===== config.mk =====
export PLATFORM = sky130hd
export DESIGN_NAME = dest_tag_pipe
export DESIGN_NICKNAME = d
export VERILOG_FILES = /design/src/rtl/pipe_pkg.sv /design/src/rtl/tag_stage_reg.sv /design/src/rtl/dest_tag_pipe.sv
export SDC_FILE = /design/constraint.sdc
export NUM_CORES = 1
export LEC_CHECK = 0
export BUFFER_PORTS_ARGS = -buffer_cell sky130_fd_sc_hd__buf_4
export CAP_MARGIN = 30
export CELL_PAD_IN_SITES_DETAIL_PLACEMENT = 1
export CELL_PAD_IN_SITES_GLOBAL_PLACEMENT = 1
export CORE_MARGIN = 2
export CORE_UTILIZATION = 28
export DETAILED_ROUTE_END_ITERATION = 12
export PLACE_DENSITY_LB_ADDON = 0.1
export SYNTH_ARGS = -nofsm -noshare
export SYNTH_HDL_FRONTEND = slang
export SYNTH_SLANG_ARGS = --single-unit
export TNS_END_PERCENT = 100

===== constraint.sdc =====
create_clock -name clk -period 1.4 [get_ports clk]
set_input_delay 0.28 -clock clk [delete_from_list [all_inputs] [get_ports clk]]
set_output_delay 0.28 -clock clk [all_outputs]
set_load 0.005 [all_outputs]

===== src/rtl/pipe_pkg.sv =====
`timescale 1ns/1ps
`default_nettype none
// ============================================================================
//  Module      : pipe_pkg
//  Description : Shared types and constants for the destination-tag pipeline.
//                dest_tag_t is the per-stage record of an in-flight register
//                write: destination register, write enable and load flag.
//  Revision    : 1.0 - initial release
// ============================================================================
package pipe_pkg;

    localparam int REG_ADDR_W = 5;

    typedef struct packed {
        logic [REG_ADDR_W-1:0] rd;
        logic                  reg_write;
        logic                  mem_read;
    } dest_tag_t;

    // A bubble carries no write and no load, so it can never match a
    // consumer in the hazard or forwarding compares.
    localparam dest_tag_t BUBBLE_TAG = '0;

    // Build the tag captured at ID->EX. Writes to register 0 are dropped
    // here so nothing downstream has to special-case the zero register.
    function automatic dest_tag_t normalise_tag(
        input logic                  valid,
        input logic [REG_ADDR_W-1:0] rd,
        input logic                  reg_write,
        input logic                  mem_read
    );
        dest_tag_t t;
        t.rd        = rd;
        t.reg_write = valid & reg_write & (rd != '0);
        t.mem_read  = valid & mem_read;
        return t;
    endfunction

endpackage : pipe_pkg
`default_nettype wire


===== src/rtl/tag_stage_reg.sv =====
`timescale 1ns/1ps
`default_nettype none
// ============================================================================
//  Module      : tag_stage_reg
//  Description : One pipeline register holding a dest_tag_t. Priority is
//                reset, then hold, then bubble insertion, then load.
//  Ports       : clk          - core clock
//                rst          - synchronous active-high reset (clears tag)
//                hold         - keep the current tag
//                load_bubble  - load BUBBLE_TAG instead of d
//                d            - incoming tag
//                q            - registered tag
//  Revision    : 1.0 - initial release
// ============================================================================
module tag_stage_reg
    import pipe_pkg::*;
(
    input  logic      clk,
    input  logic      rst,
    input  logic      hold,
    input  logic      load_bubble,
    input  dest_tag_t d,
    output dest_tag_t q
);

    dest_tag_t r_tag;

    always_ff @(posedge clk) begin
        if (rst) begin
            r_tag <= BUBBLE_TAG;
        end else if (hold) begin
            r_tag <= r_tag;
        end else if (load_bubble) begin
            r_tag <= BUBBLE_TAG;
        end else begin
            r_tag <= d;
        end
    end

    assign q = r_tag;

endmodule : tag_stage_reg
`default_nettype wire


===== src/rtl/dest_tag_pipe.sv =====
`timescale 1ns/1ps
`default_nettype none
// ============================================================================
//  Module      : dest_tag_pipe
//  Description : Carries destination-register tags from ID through the EX,
//                MEM and WB pipeline registers, presents the EX/MEM tags to
//                the forwarding selects and detects load-use hazards.
//  Config      : HAZARD_STATS_EN - when defined, adds saturating
//                stall_cycles / bubble_count statistics outputs.
//  Ports       : clk, rst                 - clock, sync active-high reset
//                id_valid, id_rs, id_rt   - ID instruction and its sources
//                id_uses_rt               - ID instruction reads rt
//                id_rd, id_reg_write,
//                id_mem_read              - ID destination tag fields
//                flush                    - kill the instruction entering EX
//                mem_busy                 - freeze EX/MEM/WB
//                stall                    - hold PC and IF/ID
//                ex_rd, ex_reg_write,
//                ex_mem_read              - EX-stage tag
//                mem_rd, mem_reg_write    - MEM-stage tag
//                wb_rd, wb_reg_write      - WB-stage tag (regfile write port)
//                stall_cycles,
//                bubble_count             - statistics (HAZARD_STATS_EN only)
//  Revision    : 1.0 - initial release
// ============================================================================
module dest_tag_pipe #(
    parameter int REG_ADDR_W = 5
`ifdef HAZARD_STATS_EN
    ,
    parameter int CNT_W      = 32
`endif
) (
    input  logic                  clk,
    input  logic                  rst,
    input  logic                  id_valid,
    input  logic [REG_ADDR_W-1:0] id_rs,
    input  logic [REG_ADDR_W-1:0] id_rt,
    input  logic                  id_uses_rt,
    input  logic [REG_ADDR_W-1:0] id_rd,
    input  logic                  id_reg_write,
    input  logic                  id_mem_read,
    input  logic                  flush,
    input  logic                  mem_busy,
    output logic                  stall,
    output logic [REG_ADDR_W-1:0] ex_rd,
    output logic                  ex_reg_write,
    output logic                  ex_mem_read,
    output logic [REG_ADDR_W-1:0] mem_rd,
    output logic                  mem_reg_write,
    output logic [REG_ADDR_W-1:0] wb_rd,
    output logic                  wb_reg_write
`ifdef HAZARD_STATS_EN
    ,
    output logic [CNT_W-1:0]      stall_cycles,
    output logic [CNT_W-1:0]      bubble_count
`endif
);

    import pipe_pkg::*;

    dest_tag_t w_id_tag;
    dest_tag_t w_ex_tag;
    dest_tag_t w_mem_tag;
    dest_tag_t w_wb_tag;

    logic w_rs_hit;
    logic w_rt_hit;
    logic w_load_use;
    logic w_lu_stall;
    logic w_ex_bubble;

    // ------------------------------------------------------------------
    // ID tag normalisation
    // ------------------------------------------------------------------
    assign w_id_tag = normalise_tag(id_valid, id_rd, id_reg_write, id_mem_read);

    // ------------------------------------------------------------------
    // Load-use detect. Only the EX stage matters: one cycle later the load
    // sits in MEM and its data reaches the consumer via MEM->EX forwarding.
    // The compare uses registered EX state, so it has no path from the
    // stage registers' own next-state logic.
    // ------------------------------------------------------------------
    assign w_rs_hit   = (w_ex_tag.rd == id_rs);
    assign w_rt_hit   = id_uses_rt & (w_ex_tag.rd == id_rt);
    assign w_load_use = w_ex_tag.mem_read & w_ex_tag.reg_write & id_valid
                      & (w_rs_hit | w_rt_hit);

    // A flush kills the dependent instruction, so there is nothing to wait for.
    assign w_lu_stall  = w_load_use & ~flush;
    assign w_ex_bubble = flush | w_lu_stall;

    // During a freeze the front end must hold as well.
    assign stall = mem_busy | w_lu_stall;

    // ------------------------------------------------------------------
    // Stage registers. mem_busy holds every stage, which also keeps a
    // pending flush from taking effect until the freeze lifts.
    // ------------------------------------------------------------------
    tag_stage_reg u_ex_stage (
        .clk         (clk),
        .rst         (rst),
        .hold        (mem_busy),
        .load_bubble (w_ex_bubble),
        .d           (w_id_tag),
        .q           (w_ex_tag)
    );

    tag_stage_reg u_mem_stage (
        .clk         (clk),
        .rst         (rst),
        .hold        (mem_busy),
        .load_bubble (1'b0),
        .d           (w_ex_tag),
        .q           (w_mem_tag)
    );

    tag_stage_reg u_wb_stage (
        .clk         (clk),
        .rst         (rst),
        .hold        (mem_busy),
        .load_bubble (1'b0),
        .d           (w_mem_tag),
        .q           (w_wb_tag)
    );

    assign ex_rd         = w_ex_tag.rd;
    assign ex_reg_write  = w_ex_tag.reg_write;
    assign ex_mem_read   = w_ex_tag.mem_read;
    assign mem_rd        = w_mem_tag.rd;
    assign mem_reg_write = w_mem_tag.reg_write;
    assign wb_rd         = w_wb_tag.rd;
    assign wb_reg_write  = w_wb_tag.reg_write;

`ifdef HAZARD_STATS_EN
    // ------------------------------------------------------------------
    // Saturating hazard statistics
    // ------------------------------------------------------------------
    logic [CNT_W-1:0] r_stall_cycles;
    logic [CNT_W-1:0] r_bubble_count;
    logic             w_bubble_loaded;

    // A bubble is only loaded on an edge where EX is not frozen.
    assign w_bubble_loaded = ~mem_busy & w_ex_bubble;

    always_ff @(posedge clk) begin
        if (rst) begin
            r_stall_cycles <= '0;
            r_bubble_count <= '0;
        end else begin
            if (stall && (r_stall_cycles != '1)) begin
                r_stall_cycles <= r_stall_cycles + CNT_W'(1);
            end
            if (w_bubble_loaded && (r_bubble_count != '1)) begin
                r_bubble_count <= r_bubble_count + CNT_W'(1);
            end
        end
    end

    assign stall_cycles = r_stall_cycles;
    assign bubble_count = r_bubble_count;
`endif

endmodule : dest_tag_pipe
`default_nettype wire


==> qor_table.md <==
| Group | Item | Value |
|:---|:---|:---|
| flow run | Max Cap Violations | 0 |
| clock network | CTS tree | done |
| floorplan | I/O pin count | 43 |
| power and ir drop | Switching power of the nets | 0.000266 W |
| clock network | Maximum clock insertion buffer count | 2 |
| detailed routing | Number of vias per cell after detailed routing | 4.72 |
| synth | Net count after synthesis | 99 |
| sta | Skew final | 8.48 ps |
| detailed routing | Vias after detailed routing | 783 |
| placement | Number of input and output port buffers inserted | 42 |
| floorplan | Starting density of the core | 29.7% |
| floorplan | Placement Rows | 19 |
| worst setup path | Endpoint type of the worst setup path | output pin |
| worst setup path | Data required time at the worst endpoint | 1120 ps |
| sta | Final number of max-transition violations | 0 |
| layout | Number of nets in the final layout | 159 |
| layout | Top library cells by usage in the layout, fill and taps aside | 57 x sky130_fd_sc_hd__buf_4, 14 x sky130_fd_sc_hd__dfxtp_1, 13 x sky130_fd_sc_hd__nor2_1 |
| worst setup path | Maximum fanout count along the critical path | 4 |
| floorplan | Core Region | 0.00278 mm^2 |
| clock network | Latest clock arrival within the worst-skew pair | 290 ps |
| sta | Unrepaired setup endpoints after global routing | yes |
| detailed routing | First-pass DRT Iterations | 2 |
| synth | Gate count after technology mapping | 76 |
| global routing | Global route total overflow | 0 |
| detailed routing | ANT nets after route | 0 |
| synth | Portion of the post-synthesis area used by sequential elements | 46.1% |
| sta | Post-route fraction of the period consumed by the critical path | 127% |
| power and ir drop | Portion of total power attributed to sequential cells | 53.5% |
| placement | Detailed-placement wirelength estimate | 1870 um |
| floorplan | Die extent in y | 58.3 um |
| global routing | Pin count of the biggest net entering global routing | 15 |
| sta | Worst Tran Pin Value | 257 ps |
| clock network | Clock Sinks | 19 |
| global routing | Global-route wire length before repair | 3840 um |
| sta | Number of setup violations in the final report | 8 |
| global routing | Overall fraction of global-route tracks in use | 14.8% |
| layout | Synthesis-to-finish area growth | 75.9% |
| detailed routing | Iteration-0 DRC Markers | 3 |
| detailed routing | Wirelength per Cell | 13.9 um |
| synth | Synthesis-stage register bit count | 19 |
| sta | Slew HR | 82.8% |
| worst setup path | Arrival time worst endpoint | 1500 ps |
| global routing | Number of global-route vias before repair | 820 |
| layout | Most common cell after layout, fill and taps aside | sky130_fd_sc_hd__buf_4 |
| detailed routing | Total Wirelength | 2300 um |
| power and ir drop | Power share of the combinational group | 20.3% |
| sta | Max frequency | 0.563 GHz |
| power and ir drop | Leakage power figure | 0.676 nW |
| layout | Antenna diode count | 0 |
| layout | Fraction of layout instances using a drive strength above 1 | 58.5% |
| sta | Final WS setup | -375 ps |
| power and ir drop | Worst voltage drop across the vdd grid | 0.422 mV |
| power and ir drop | Switching power share of the total | 25.3% |
| power and ir drop | Internal power | 0.000787 W |
| sta | Final hold violation count | 0 |
| detailed routing | Remaining routing DRC violations | 0 |
| clock network | Clock transition at the registers of the reported paths | 110 ps |
| placement | Routability congestion estimate from global placement | 0.717 |
| synth | YS warnings | 0 |
| sta | Post-layout min period | 1780 ps |
| clock network | Total CTS buffers | 3 |
| floorplan | Width of the chip | 58.3 um |
| placement | Setup Slack @ Placement | -232 ps |
| global routing | Antenna violations before repair | 0 |
| floorplan | Floorplan die area | 0.00340 mm^2 |
| worst setup path | Critical Setup Path Class | flip-flop to output pin |
| layout | Final design utilization | 52.2% |
| run status | Violated checks | negative setup slack |
| synth | Average cell area after synthesis | 10.9 um^2 |
| worst setup path | Nature of the critical path startpoint | flip-flop |
| hold path | Hold/Removal Path Class | primary input to flip-flop |
| run status | Run status | finished, violations left |
| clock network | CTS Root Cell | sky130_fd_sc_hd__clkbuf_4 |
| synth | Unique cell type count in the Yosys netlist | 20 |
| layout | Multi-input gate area | 534 um^2 |
| layout | Filler instances | 309 |
| clock network | H-tree level count | 1 |
| synth | Netlist Area Pre-Place | 826 um^2 |
| power and ir drop | Part of the total power dissipated in the clock network | 26.2% |
| layout | Area occupied by registers | 394 um^2 |
| power and ir drop | Power per standard cell area | 725 mW/mm^2 |
==> through the flow <==
stage	hold slack, ps	TNS [ps]	power, W	instances	area, um^2
after floorplan	352	-5.58	0.000653	76	850
after global placement	476	-634	0.000759	158	1280
after detailed placement	491	-956	0.000763	158	1280
after global routing	196	-1790	0.00112	166	1450
after CTS	202	-1290	0.00105	164	1350
final	209	-1110	0.00105	166	1450
==> repair_timing <==
item,CTS,global route
hold endpoints to repair,0,0
resized for setup,7,13
pin swaps,14,8
endpoints found under the setup margin,8,8
buffers inserted,2,5
hold buffers,0,0
==> kinds of logic (layout without fill, tap and decap cells) <==
| family | Yosys count | count (layout) | share of synthesized area, % |
|---|---|---|---|
| multiplexers | 12 | 12 | 14.5 |
| buffers and inverters | 4 | 63 | 2.88 |
| XOR/XNOR | 10 | 10 | 10.6 |
| flip-flops | 19 | 19 | 46.1 |
| AO/OA/AOI/OAI | 11 | 11 | 12.7 |
| AND/OR/NAND/NOR | 20 | 20 | 13.2 |
==> power groups by stage <==
| stage | registers [W] | clock network [W] | logic [W] |
|---|---|---|---|
| floorplan | 0.000578 | 0 | 0.0000751 |
| global placement | 0.000575 | 0 | 0.000183 |
| detailed placement | 0.000576 | 0 | 0.000186 |
| CTS | 0.000564 | 0.000296 | 0.000194 |
| global route | 0.000566 | 0.000318 | 0.000231 |
| finish | 0.000563 | 0.000275 | 0.000214 |
==> critical path, cell delays in order, from the launching register on <==
cell                       delay, ps
sky130_fd_sc_hd__dfxtp_4         390
sky130_fd_sc_hd__xor2_4          160
sky130_fd_sc_hd__nor4_4          280
sky130_fd_sc_hd__a21oi_2          90
sky130_fd_sc_hd__o21bai_1        140
sky130_fd_sc_hd__buf_4           130
==> final timing paths <==
path / slack, ps / to / startpoint / depth (start not counted)
worst max-delay path: -380 / stall / u_ex_stage.q[2] / 5
worst min-delay path: 210 / u_ex_stage.q[3] / id_rd[1] / 2
worst max register to register: -150 / u_ex_stage.q[4] / u_ex_stage.q[2] / 6
worst min register to register: 510 / u_wb_stage.q[6] / u_wb_stage.q[6] / 2
==> Yosys cell counts, drive strengths merged <==
cell,count,area [um^2]
mux2i,12,120
xnor2,3,26.3
buf,2,16.3
o21bai,1,7.51
nand3,1,5.00
dfxtp,19,380
a211oi,1,20.0
clkbuf,2,7.51
nor2b,1,6.26
xor2,7,61.3
a21oi,1,5.00
or3,2,17.5
nor4,2,25.0
a32o,1,10.0
nor2,13,48.8
nand4,1,6.26
o311a,1,10.0
a22o,6,52.6
==> flip-flops by register name, indices dropped and copies added (netlist names) <==
| signal | count |
|---|---|
| u_mem_stage.q | 6 |
| u_ex_stage.q | 7 |
| u_wb_stage.q | 6 |
==> final cells by class <==
| cell class | count | share of cell area, % |
|---|---|---|
| clock buffer | 4 | 1.81 |
| multi-input combinational | 53 | 36.8 |
| sequential | 19 | 27.1 |
| tap | 31 | 2.67 |
| timing repair buffer | 59 | 31.6 |
==> per-layer routing <==
layer | share of wire [%] | track usage (%) | vias up
li1 | - | - | 387
met1 | 43 | 18.1 | 368
met2 | 50 | 26.2 | 24
met3 | 5.9 | 2.20 | 4
met4 | 1.5 | 5.32 | 0
met5 | 0 | 0 | -
(Power assumes the default switching activity.)
